$ cat src/rtl/div_arb_pkg.sv
// Shared types and constants for the clock-divider rate arbiter.
// Latency: n/a (declarations only).
// Backpressure: n/a.
package div_arb_pkg;

    localparam int SEL_W = 3;
    localparam logic [SEL_W-1:0] DEFAULT_SEL = 3'd7;

    typedef enum logic [1:0] {
        IDLE,
        GATE,
        LOAD,
        RUN
    } arb_state_t;

endpackage

$ cat src/rtl/rr_pick.sv
// One-hot requester picker: round-robin after ptr, or lowest-index priority.
// Latency: combinational, zero cycles.
// Backpressure: none; the caller decides when to act on the pick.
//
// Ports: req (request levels), ptr (last granted index), pick (one-hot winner),
//        pick_idx (winner index), pick_vld (any request present).
// Build option: DIV_ARB_PRIORITY_EN selects fixed priority, ignoring ptr.
module rr_pick #(
    parameter int NREQ = 4,
    parameter int IW   = $clog2(NREQ)
) (
    input  logic [NREQ-1:0] req,
    input  logic [IW-1:0]   ptr,
    output logic [NREQ-1:0] pick,
    output logic [IW-1:0]   pick_idx,
    output logic            pick_vld
);

    assign pick_vld = |req;
    assign pick     = pick_vld ? (NREQ'(1) << pick_idx) : '0;

`ifdef DIV_ARB_PRIORITY_EN
    logic unused_ptr;
    assign unused_ptr = ^ptr;

    // Walk downwards so the lowest requesting index is written last and wins.
    always_comb begin
        pick_idx = '0;
        for (int i = NREQ - 1; i >= 0; i--) begin
            if (req[i]) pick_idx = IW'(i);
        end
    end
`else
    // Walk offsets from farthest to nearest so the first requester after ptr
    // is written last and wins.
    always_comb begin
        logic [IW-1:0] j;
        j        = '0;
        pick_idx = '0;
        for (int k = NREQ; k >= 1; k--) begin
            j = IW'((int'(ptr) + k) % NREQ);
            if (req[j]) pick_idx = j;
        end
    end
`endif

endmodule

$ cat src/rtl/div_rate_arbiter.sv
// Arbitrates a shared clock divider; pauses it, reloads div_sel, resumes, then grants.
// Latency: grant 1 cycle after sampled req at same rate, SETTLE_CYC+2 on a rate change.
// Backpressure: requesters wait on gnt; holders are revoked after MAX_HOLD if others wait.
//
// Ports: clk, rst_n (async active-low), req/req_sel (per requester level and rate),
//        gnt (one-hot), div_ena/div_sel (to divider), sw_busy (switch in progress).
// Build option: DIV_ARB_PRIORITY_EN -> fixed lowest-index priority, no revocation.
module div_rate_arbiter #(
    parameter int NREQ       = 4,
    parameter int SETTLE_CYC = 2,
    parameter int MAX_HOLD   = 1024,
    parameter logic [div_arb_pkg::SEL_W-1:0] DEFAULT_SEL = div_arb_pkg::DEFAULT_SEL
) (
    input  logic                               clk,
    input  logic                               rst_n,
    input  logic [NREQ-1:0]                    req,
    input  logic [div_arb_pkg::SEL_W*NREQ-1:0] req_sel,
    output logic [NREQ-1:0]                    gnt,
    output logic                               div_ena,
    output logic [div_arb_pkg::SEL_W-1:0]      div_sel,
    output logic                               sw_busy
);

    import div_arb_pkg::*;

    localparam int IW = $clog2(NREQ);
    localparam int CW = $clog2(SETTLE_CYC + 1);
    localparam int HW = $clog2(MAX_HOLD + 1);

    arb_state_t             state;
    logic [NREQ-1:0]        req_q;
    logic [SEL_W*NREQ-1:0]  req_sel_q;
    logic [IW-1:0]          owner;
    logic                   owner_vld;
    logic [SEL_W-1:0]       target;
    logic [CW-1:0]          settle_cnt;
    logic [HW-1:0]          hold_cnt;
    logic [IW-1:0]          rr_ptr;

    logic [NREQ-1:0]        pick;
    logic [IW-1:0]          pick_idx;
    logic                   pick_vld;
    logic [SEL_W-1:0]       pick_sel;
    logic [NREQ-1:0]        owner_oh;
    logic                   revoke;

    rr_pick #(.NREQ(NREQ), .IW(IW)) u_pick (
        .req      (req_q),
        .ptr      (rr_ptr),
        .pick     (pick),
        .pick_idx (pick_idx),
        .pick_vld (pick_vld)
    );

    always_comb begin
        pick_sel = DEFAULT_SEL;
        for (int i = 0; i < NREQ; i++) begin
            if (pick_idx == IW'(i)) pick_sel = req_sel_q[i*SEL_W +: SEL_W];
        end
    end

    assign owner_oh = NREQ'(1) << owner;

`ifdef DIV_ARB_PRIORITY_EN
    assign revoke = 1'b0;
`else
    assign revoke = (hold_cnt == HW'(MAX_HOLD)) && |(req_q & ~owner_oh);
`endif

    // Requests are registered first, so every decision below is made on a
    // sample taken one edge earlier; this sets the 1-cycle grant latency.
    always_ff @(posedge clk or negedge rst_n) begin
        if (!rst_n) begin
            state      <= IDLE;
            req_q      <= '0;
            req_sel_q  <= '0;
            gnt        <= '0;
            div_ena    <= 1'b0;
            div_sel    <= DEFAULT_SEL;
            sw_busy    <= 1'b0;
            owner      <= '0;
            owner_vld  <= 1'b0;
            target     <= DEFAULT_SEL;
            settle_cnt <= '0;
            hold_cnt   <= '0;
            rr_ptr     <= IW'(NREQ - 1);
        end else begin
            req_q     <= req;
            req_sel_q <= req_sel;
            case (state)
                IDLE: begin
                    if (pick_vld) begin
                        owner     <= pick_idx;
                        owner_vld <= 1'b1;
                        target    <= pick_sel;
                        if (pick_sel == div_sel) begin
                            state    <= RUN;
                            gnt      <= pick;
                            div_ena  <= 1'b1;
                            hold_cnt <= HW'(1);
                            rr_ptr   <= pick_idx;
                        end else begin
                            state      <= GATE;
                            div_ena    <= 1'b0;
                            sw_busy    <= 1'b1;
                            settle_cnt <= '0;
                        end
                    end else if (div_sel == DEFAULT_SEL) begin
                        owner_vld <= 1'b0;
                        div_ena   <= 1'b1;
                    end else begin
                        // Nobody wants the divider: park it back on the default rate.
                        owner_vld  <= 1'b0;
                        target     <= DEFAULT_SEL;
                        state      <= GATE;
                        div_ena    <= 1'b0;
                        sw_busy    <= 1'b1;
                        settle_cnt <= '0;
                    end
                end
                GATE: begin
                    if (settle_cnt == CW'(SETTLE_CYC - 1)) begin
                        state   <= LOAD;
                        div_sel <= target;
                    end else begin
                        settle_cnt <= settle_cnt + 1'b1;
                    end
                end
                LOAD: begin
                    sw_busy <= 1'b0;
                    if (owner_vld && req_q[owner]) begin
                        state    <= RUN;
                        gnt      <= owner_oh;
                        div_ena  <= 1'b1;
                        hold_cnt <= HW'(1);
                        rr_ptr   <= owner;
                    end else begin
                        // Owner gave up during the switch; it never sees a grant.
                        state     <= IDLE;
                        owner_vld <= 1'b0;
                    end
                end
                RUN: begin
                    if (!req_q[owner] || revoke) begin
                        state     <= IDLE;
                        gnt       <= '0;
                        owner_vld <= 1'b0;
                        hold_cnt  <= '0;
                    end else if (hold_cnt != HW'(MAX_HOLD)) begin
                        hold_cnt <= hold_cnt + 1'b1;
                    end
                end
                default: state <= IDLE;
            endcase
        end
    end

endmodule

$ cat config.mk
export PLATFORM = sky130hd
export DESIGN_NAME = div_rate_arbiter
export DESIGN_NICKNAME = d
export VERILOG_FILES = /design/src/rtl/div_arb_pkg.sv /design/src/rtl/rr_pick.sv /design/src/rtl/div_rate_arbiter.sv
export SDC_FILE = /design/constraint.sdc
export NUM_CORES = 1
export LEC_CHECK = 0
export ABC_AREA = 1
export ABC_CLOCK_PERIOD_IN_PS = 2700
export CAP_MARGIN = 20
export CORE_UTILIZATION = 40
export DETAILED_ROUTE_END_ITERATION = 6
export GPL_TIMING_DRIVEN = 0
export PLACE_DENSITY = 0.6
export SLEW_MARGIN = 10
export SYNTH_ARGS = -nofsm -noshare
export SYNTH_HDL_FRONTEND = slang
export SYNTH_SLANG_ARGS = --single-unit
$ cat constraint.sdc
create_clock -name clk -period 2.7 [get_ports clk]
set_input_delay 0.27 -clock clk [delete_from_list [all_inputs] [get_ports clk]]
set_output_delay 0.27 -clock clk [all_outputs]
set_load 0.02 [all_outputs]
After elaboration in Yosys (flattened, before gate mapping):

Index checks and enable logic that the tools add are counted.

* add/sub/neg operators: 6
* order comparisons: 5
* equal/unequal tests: 22
* shift operators: 2
* mux-type cells: 60
* bitwise gates (word level): 2
* reductions and logical operators: 22

Operators with widths (count)
* 2-to-1 mux 11 bit: 5
* 2-to-1 mux 2 bit: 17
* case mux 11 bit (3 select lines): 1
* 2-to-1 mux 3 bit: 6
* 2-to-1 mux 4 bit: 4
* inequality test 2 bit, second input constant: 8
* less-than comparator 2 x 3 -> 1 bit, second input constant: 5
* 2-to-1 mux 1 bit: 15
* case mux 4 bit (3 select lines): 1
* adder 11 x 1 -> 11 bit, second input constant: 1
* == test 11 bit, second input constant: 1
* inequality test 11 bit, second input constant: 1
* binary-select mux 1 bit (select 2 bit): 5
* AND reduction 5 bit: 2
* inequality test 3 bit, second input constant: 3
* AND reduction 3 bit: 3
* == test 2 bit, second input constant: 4
* case mux 2 bit (2 select lines): 2
* case mux 2 bit (4 select lines): 1
* AND reduction 2 bit: 4
* AND reduction 4 bit: 2
* OR reduction 4 bit: 2
* << shifter 1 x 2 -> 4 bit, first input constant: 2
* adder 2 x 1 -> 2 bit, second input constant: 3
* 14 further kinds: 21

* flip-flop bits (word level): 48
* input port bits: 18
* output and inout bits: 9

Longest topological paths before layout:

Gate-level depths: netlist (run 1).

* word-level depth: 16
* mapped depth: 22
* depth with buffers taken out: 20

Hierarchy:

A second synthesis (run 1) with hierarchy kept.

* cell total of the unflattened synthesis: 375
* area total of the unflattened synthesis: 2738.9 sq um

Modules (own cells, without submodules)
* div_rate_arbiter: times used 1, cells each 315, area each 2467.4 sq um
* rr_pick: times used 1, cells each 60, area each 271.5 sq um

Worst setup path before layout (run 1):

Ideal clock, no wire load.

* path kind: register -> register
* start: register rr_ptr[0]
* end: register hold_cnt[3]
* data arrival time: 2.129 ns
* path slack: 0.454 ns
* cell stages (with the launch flop): 21
* buffers on the path: 3
* period minus slack after synthesis: 2.246 ns
* cell sequence: dfstp_2 -> buf_6 -> inv_6 -> nand2_1 -> nand2_1 -> nand2_2 -> nand2_1 -> inv_2 -> nand3_2 -> nand2_4 -> buf_6 -> nand3b_4 -> nand3_1 -> nand3_1 -> nand2_2 -> nand3_2 -> nand2_2 -> nand3_2 -> buf_6 -> nand2_2 -> nand2_1

* cells in the longest elaborated chain, start to end: 15
* elaborated cells between the ends (all ways): 27

RTL lines
* start, declared: line div_rate_arbiter.sv:38 `logic [IW-1:0] rr_ptr;`
* start signal, assigned: line div_rate_arbiter.sv:86 `rr_ptr <= IW'(NREQ - 1);`
* start signal, assigned: line div_rate_arbiter.sv:101 `rr_ptr <= pick_idx;`
* start signal, assigned: line div_rate_arbiter.sv:136 `rr_ptr <= owner;`
* adder 2 x 1 -> 2 bit: line rr_pick.sv:41 `j = IW'((int'(ptr) + k) % NREQ);`
* binary-select mux 1 bit (select 2 bit): line rr_pick.sv:42 `if (req[j]) pick_idx = j;`
* 2-to-1 mux 1 bit (implied by the code): line rr_pick.sv:42
* 2-to-1 mux 2 bit (3 in a row): line rr_pick.sv:42
* 2-to-1 mux 2 bit (*): line rr_pick.sv:42
* zero test 2 bit: line div_rate_arbiter.sv:58 `if (pick_idx == IW'(i)) pick_sel = req_sel_q[i*SEL_W +: SEL_W];`
* 2-to-1 mux 3 bit (3 in a row): line div_rate_arbiter.sv:58
* 2-to-1 mux 3 bit (*): line div_rate_arbiter.sv:58
* == test 3 bit (*): line div_rate_arbiter.sv:96 `if (pick_sel == div_sel) begin`
* inequality test 2 bit (no line) (*)
* AND reduction 5 bit (no line) (*)
* end signal, assigned: line div_rate_arbiter.sv:150 `hold_cnt <= hold_cnt + 1'b1;`
* end, declared: line div_rate_arbiter.sv:37 `logic [HW-1:0] hold_cnt;`

Every way passes the cells marked *; elsewhere a longest branch is shown, timed or not. The select of a mux whose other input is x is not followed.
A chain may end at the register's enable or synchronous reset.

Worst setup path in the final report (run 1):

* start: register rr_ptr[0]
* end: register hold_cnt[4]

Same word-level chain as after synthesis.

==> results.toml, run 1 <==
[final_layout]
layout_commonest_cell = "nand2_1"
multi_input_area_mm2 = 0.001373
mostFrequentLayoutCells = "nand2_1 (88), inv_1 (51), dfrtp_1 (40)"
n_fill_cell = 617
synthToLayoutAreaGrowth_pct = 27.71
diodes = 0
drive_gt1_share_pct = 22.41
final_cell_area_mm2 = 0.003530
nets = 435
fin_cells = 492
seq_area_mm2 = 0.001211
finish.utilization_pct = 54.34

[grt]
grt_max_degree = 37
grt_overflow = 0
grt.total_usage_pct = 16.87
grt_pass1_vias = 2162
grt_pass1_wl_um = 9791
grt_antenna_before_repair = 0

[sta]
final.setup.tns_ns = -0.006997
setup_ws_ns = -0.006997
rsz0062_at_grt = "yes"
slew_violations = 0
slew-limit-headroom_pct = 65.61
skew_ns = 0.009893
post-route-min-period_ns = 2.707
max_freq_mhz = 369.4
fin_crit_sh_pct = 100.3
tightest_slew_ns = 0.5111
fin_hold_ws_ns = 0.3905
setup_violations = 1
finalHoldViolations = 0

[die]
die_x_um = 85.13
core_area_mm2 = 0.006495
die_area_mm2 = 0.007246
initial_utilization_pct = 42.55
pin_count = 27
die_h_um = 85.13
rows = 29

[setup_path]
timing.rr.start = "rr_ptr[0]"
critPathKind = "flop to flop"
crit_path_max_fanout = 6
cp-startpoint = "rr_ptr[0]"
crit_path_start_kind = "flop"
endpoint_kind = "flop"
reg2reg_depth = 21
rrSetupSlack_ns = -0.007
cp.required_ns = 2.90
critPathMaxStageDelay_ns = 0.54
r2r-end = "hold_cnt[4]"
path_cells = "buf_6, buf_6, nand2_1, nand2_2, nand2_2, nand2_1, inv_1, nand2_2, nand2_4, buf_8, nand4_1, nand2_1, nor2_1, nand3_1, nand2_2, nand3_2, nand2_4, nand3_4, clkbuf_16, nand2_2, nand2_1"
cp_data_arrival_time_ns = 2.90
crit_slowest_cell = "dfstp_2"
worst_path_most_repeated_cell = "nand2_2"

[drt]
drt_iter0_drc = 110
routed_wl_um = 6079
wl_per_cell_um = 12.36
viasPerCell = 4.978
vias = 2449
dr.pass1.iters = 4
antenna_left = 0
drc_errors = 0

[synthesis]
synth_top_area_share_pct = 36.22
yosysTopAreaCell = "dfrtp_1"
syn_area_per_cell_um2 = 7.635
synth_area_leaders = "dfrtp_1 (36%), nand2_1 (14%), dfstp_2 (7.6%)"
synth_nets = 383
postSynthRegisterBits = 48
synthCells = 362
netlist-cell-type-count = 34
ys_seq_area_share_pct = 43.82
syn_area_mm2 = 0.002764
ys_warn_count = 0

[status]
status = "complete, but fails checks"
violations = "setup timing"

[pwr]
power.share.clock_pct = 11.6
p_sw_share_pct = 45.63
power.density_mw_per_mm2 = 1300
power_mw = 4.589
p_leak_nw = 1.737
ir_drop_uv = 555.6
combPwrFrac_pct = 65.2
p_switching_mw = 2.094
p_int_mw = 2.495
seq_power_share_pct = 23.2

[worst_hold_path]
hold_class = "input pin to async pin"

[placement]
io_buffers = 26
numPlacedInstances = 466
hpwlAfterDp_um = 4295
gp_congestion = 0.8410
placed_area_mm2 = 0.003136
pre_cts_slack_ns = 0.1287

[clocking]
path_clk_slew_ns = 0.10
tritoncts = "built"
clkSinkCount = 48
cts_max_level = 2
numCtsBuffers = 5
root_buffer = "clkbuf_8"
worstSkewPairLatency_ns = 0.30
clk_path_buf_depth = 2

[job]
drv_cap = 0
==> sequential cells by signal, summed over array words and instances, names as in the netlist, 2 cells and up <==
signal / flops
state: 2
owner: 2
req_sel_q: 12
hold_cnt: 11
req_q: 4
settle_cnt: 2
gnt: 4
rr_ptr: 2
div_sel: 3
target: 3
==> critical path, delay by kind of cell, from the launching register on <==
| kind | cells | cell delay [ns] |
|---|---|---|
| AND/OR/NAND/NOR | 16 | 1.44 |
| buffers and inverters | 5 | 0.62 |
| flip-flops | 1 | 0.54 |
==> routing by layer <==
layer | track usage [%] | share of wire, % | vias to the layer above
met2 | 28.67 | 50 | 41
met1 | 22.16 | 47 | 1135
met5 | 0 | 0 | -
met4 | 4.314 | 0.97 | 0
li1 | - | - | 1269
met3 | 3.210 | 2.5 | 4
==> cell usage after synthesis (all sizes together) <==
| cell | instances |
|---|---|
| a211oi | 1 |
| nand2 | 123 |
| a31oi | 3 |
| a21oi | 2 |
| dfrtp | 40 |
| clkbuf | 2 |
| dfstp | 8 |
| ha | 3 |
| o21a | 1 |
| nor2 | 28 |
| buf | 5 |
| o31ai | 1 |
| or2 | 3 |
| o21ai | 15 |
| xor2 | 6 |
| a22oi | 1 |
| o32ai | 3 |
| inv | 55 |
| nor3 | 9 |
| nand4 | 16 |
| o221ai | 1 |
| nand3 | 31 |
| nand3b | 2 |
| nor4 | 2 |
| o2111ai | 1 |
==> logic make-up (layout without fill, tap and decap cells) <==
logic type	Yosys count	in the layout	synth area share, %
and+or+nand+nor	214	214	36.67
buffers and inverters	62	115	9.824
DFF	48	48	43.82
AOI/OAI and AO/OA	29	29	6.429
xor gates and xnor gates	6	6	1.901
adders and majority gates	3	3	1.358
==> worst max-delay path by stage <==
stage | cells past startpoint | slack (ns) | to
final | 21 | -0.007 | hold_cnt[4]
after global routing | 21 | -0.17 | hold_cnt[4]
after CTS | 22 | 0.11 | hold_cnt[2]
after detailed placement | 22 | 0.13 | hold_cnt[2]
after global placement | 1 | -0.03 | req_sel_q[5]
after floorplan | 20 | 0.45 | hold_cnt[3]
==> what timing repair did <==
action                                  4_1_cts  5_1_grt
endpoints found under the setup margin        0       16
buffers inserted                              0       16
hold endpoints to repair                     12        0
hold buffers                                  1        0
gates resized for setup                       0       35
==> power by group through the flow <==
stage / clock network (mW) / logic [mW] / registers, mW
after global placement: 0 / 2.27 / 1.07
after CTS: 0.549 / 2.31 / 1.06
after detailed placement: 0 / 2.31 / 1.07
after global routing: 0.582 / 3.29 / 1.09
final: 0.532 / 2.99 / 1.06
after floorplan: 0 / 1.68 / 1.12
==> final cells by class <==
class                           count  share of cell area, %
Buffer                              7                  2.021
Timing Repair Buffer               45                  12.66
Multi-Input combinational cell    252                  38.89
Sequential cell                    48                  34.31
Clock inverter                      3                  1.312
Inverter                           55                  6.133
Tap cell                           77                  2.730
Clock buffer                        5                  1.950
(Power assumes the default switching activity.)
==> run 2, diff against run 1 <==
--- a/config.mk
+++ b/config.mk
@@ -8,10 +8,12 @@
 export ABC_AREA = 1
 export ABC_CLOCK_PERIOD_IN_PS = 2700
 export CAP_MARGIN = 20
+export CORE_MARGIN = 2
 export CORE_UTILIZATION = 40
 export DETAILED_ROUTE_END_ITERATION = 6
 export GPL_TIMING_DRIVEN = 0
 export PLACE_DENSITY = 0.6
+export SKIP_LAST_GASP = 1
 export SLEW_MARGIN = 10
 export SYNTH_ARGS = -nofsm -noshare
 export SYNTH_HDL_FRONTEND = slang
==> run 2 against run 1 <==
Net effect:
- the run now ends clean
- via count decreased by 1.6%
- die area increased by 4.8%
- clock power decreased by 3%
- largest power group unchanged
==> results.toml, run 2 (same netlist as run 1, synthesis figures left out) <==
[pwr]
power_mw = 4.457
power.density_mw_per_mm2 = 1268
p_int_mw = 2.389
power.share.clock_pct = 11.6
p_leak_nw = 1.718
ir_drop_uv = 533.3
seq_power_share_pct = 23.9
p_sw_share_pct = 46.40
p_switching_mw = 2.068
combPwrFrac_pct = 64.5

[sta]
skew_ns = 0.006680
final.setup.tns_ns = 0
slew-limit-headroom_pct = 53.07
fin_crit_sh_pct = 94.93
tightest_slew_ns = 0.7040
setup_ws_ns = 0.1369
finalHoldViolations = 0
post-route-min-period_ns = 2.563
slew_violations = 0
setup_violations = 0
max_freq_mhz = 390.2

[final_layout]
layout_commonest_cell = "nand2_1"
largestRegisters = "req_sel_q: 12 flops, hold_cnt: 11 flops"
regMostFlops = "req_sel_q"
mostFrequentLayoutCells = "nand2_1 (83), inv_1 (50), dfrtp_1 (40)"
diodes = 0
final_cell_area_mm2 = 0.003516
synthToLayoutAreaGrowth_pct = 27.21
largest_register_ffs = 12
nets = 429
drive_gt1_share_pct = 23.96

[grt]
grt.total_usage_pct = 16.68
grt_antenna_before_repair = 0
grt_pass1_vias = 2218
grt_max_degree = 31
grt_pass1_wl_um = 10070
grt_overflow = 0

[setup_path]
crit_path_max_fanout = 6
cp_data_arrival_time_ns = 2.77
timing.rr.start = "rr_ptr[0]"
crit_path_start_kind = "flop"
endpoint_kind = "flop"
critPathKind = "flop to flop"
cp-startpoint = "rr_ptr[0]"
rrSetupSlack_ns = 0.14
cp.required_ns = 2.91

[clocking]
path_clk_slew_ns = 0.09
clk_path_buf_depth = 2
cts_max_level = 2
numCtsBuffers = 5
clkSinkCount = 48
root_buffer = "clkbuf_8"
tritoncts = "built"
worstSkewPairLatency_ns = 0.30

[status]
status = "finished, final reports clean"

[drt]
vias = 2411
dr.pass1.iters = 4
drt_iter0_drc = 100
drc_errors = 0
wl_per_cell_um = 12.42
antenna_left = 0
routed_wl_um = 6073
viasPerCell = 4.930

[die]
die_area_mm2 = 0.007591
rows = 30
die_x_um = 87.13
core_area_mm2 = 0.006756
die_h_um = 87.13
pin_count = 27
initial_utilization_pct = 40.91

[placement]
io_buffers = 26
placed_area_mm2 = 0.003147
gp_congestion = 0.8981
pre_cts_slack_ns = 0.1452
hpwlAfterDp_um = 4395

[job]
drv_cap = 0

[worst_hold_path]
hold_class = "input pin to async pin"
## run 2: cell types whose count changed in the layout (fill, tap and decap cells not counted), moves of 2 or more
cell	before	now
nand2_1	88	83
nand2_4	5	9
buf_4	15	12
buf_12	2	0
inv_2	2	4
nand3_2	6	8
nor2_1	27	25
## run 2: per-layer routing
metal | track usage, % | up-vias | wire length, µm
met5 | 0 | - | 0
met4 | 4.615 | 0 | 62
met3 | 3.128 | 7 | 182
met2 | 29.01 | 44 | 2983
met1 | 21.21 | 1107 | 2845
li1 | - | 1253 | -
## run 2: final timing paths
kind | endpoint | cells past startpoint
min reg2reg | gnt[1] | 2
max in group asynchronous | target[0] | 2
min in group clk | req_sel_q[5] | 1
max reg2reg | hold_cnt[4] | 20
max | hold_cnt[4] | 20
min | hold_cnt[4] | 1
## run 2: power by group through the flow
| stage | Combinational [mW] | Clock, mW | Sequential (mW) |
|---|---|---|---|
| floorplan | 1.68 | 0 | 1.12 |
| global placement | 2.26 | 0 | 1.07 |
| detailed placement | 2.29 | 0 | 1.07 |
| CTS | 2.30 | 0.533 | 1.06 |
| global route | 3.17 | 0.576 | 1.10 |
| finish | 2.88 | 0.515 | 1.07 |
## run 2: repair_timing
action                                  4_1_cts  5_1_grt
endpoints found under the setup margin        0       17
hold buffers                                  0        0
gates resized for setup                       0       45
buffers inserted                              0       10
## run 2: final cells by class
type / instances / area (µm²)
Fill cell: 666 / 3241
Multi-Input combinational cell: 252 / 1418
Sequential cell: 48 / 1211
Timing Repair Buffer: 39 / 390.4
Inverter: 55 / 214.0
Tap cell: 80 / 100.1
Buffer: 7 / 71.32
Clock buffer: 5 / 68.82
Clock inverter: 3 / 42.54
## run 2: worst max-delay path, cell delays in order, from the launching register on
cell,delay (ns)
dfstp_2,0.55
buf_6,0.14
inv_8,0.05
nand2_2,0.05
nand2_2,0.07
nand2_2,0.08
nand2_1,0.07
nand2_2,0.08
nand2_2,0.07
nand2_4,0.10
buf_8,0.13
nand4_1,0.13
nand3_1,0.16
nand3_1,0.10
nand2_2,0.10
nand3_2,0.10
nand2_4,0.11
nand3_4,0.11
clkbuf_16,0.18
nand2_2,0.05
nand2_1,0.04
## run 2: through the flow
step | std cells | hold slack [ns] | util [%]
after floorplan | 362 | -0.02559 | -
final | 489 | 0.006422 | 52.04
after global placement | 468 | 0.4558 | 46.24
after global routing | 489 | 0.04544 | 52.04
after detailed placement | 469 | 0.3627 | 46.57
after CTS | 477 | 0.02458 | 48.22
==> run 3, diff against run 2 <==
--- a/config.mk
+++ b/config.mk
@@ -10,6 +10,7 @@
 export CAP_MARGIN = 20
 export CORE_MARGIN = 2
 export CORE_UTILIZATION = 40
+export CTS_BUF_LIST = sky130_fd_sc_hd__clkbuf_4 sky130_fd_sc_hd__clkbuf_8 sky130_fd_sc_hd__clkbuf_16
 export DETAILED_ROUTE_END_ITERATION = 6
 export GPL_TIMING_DRIVEN = 0
 export PLACE_DENSITY = 0.6
==> results of run 3 <==
Final layout, timing and power as in run 2 (identical DEF).
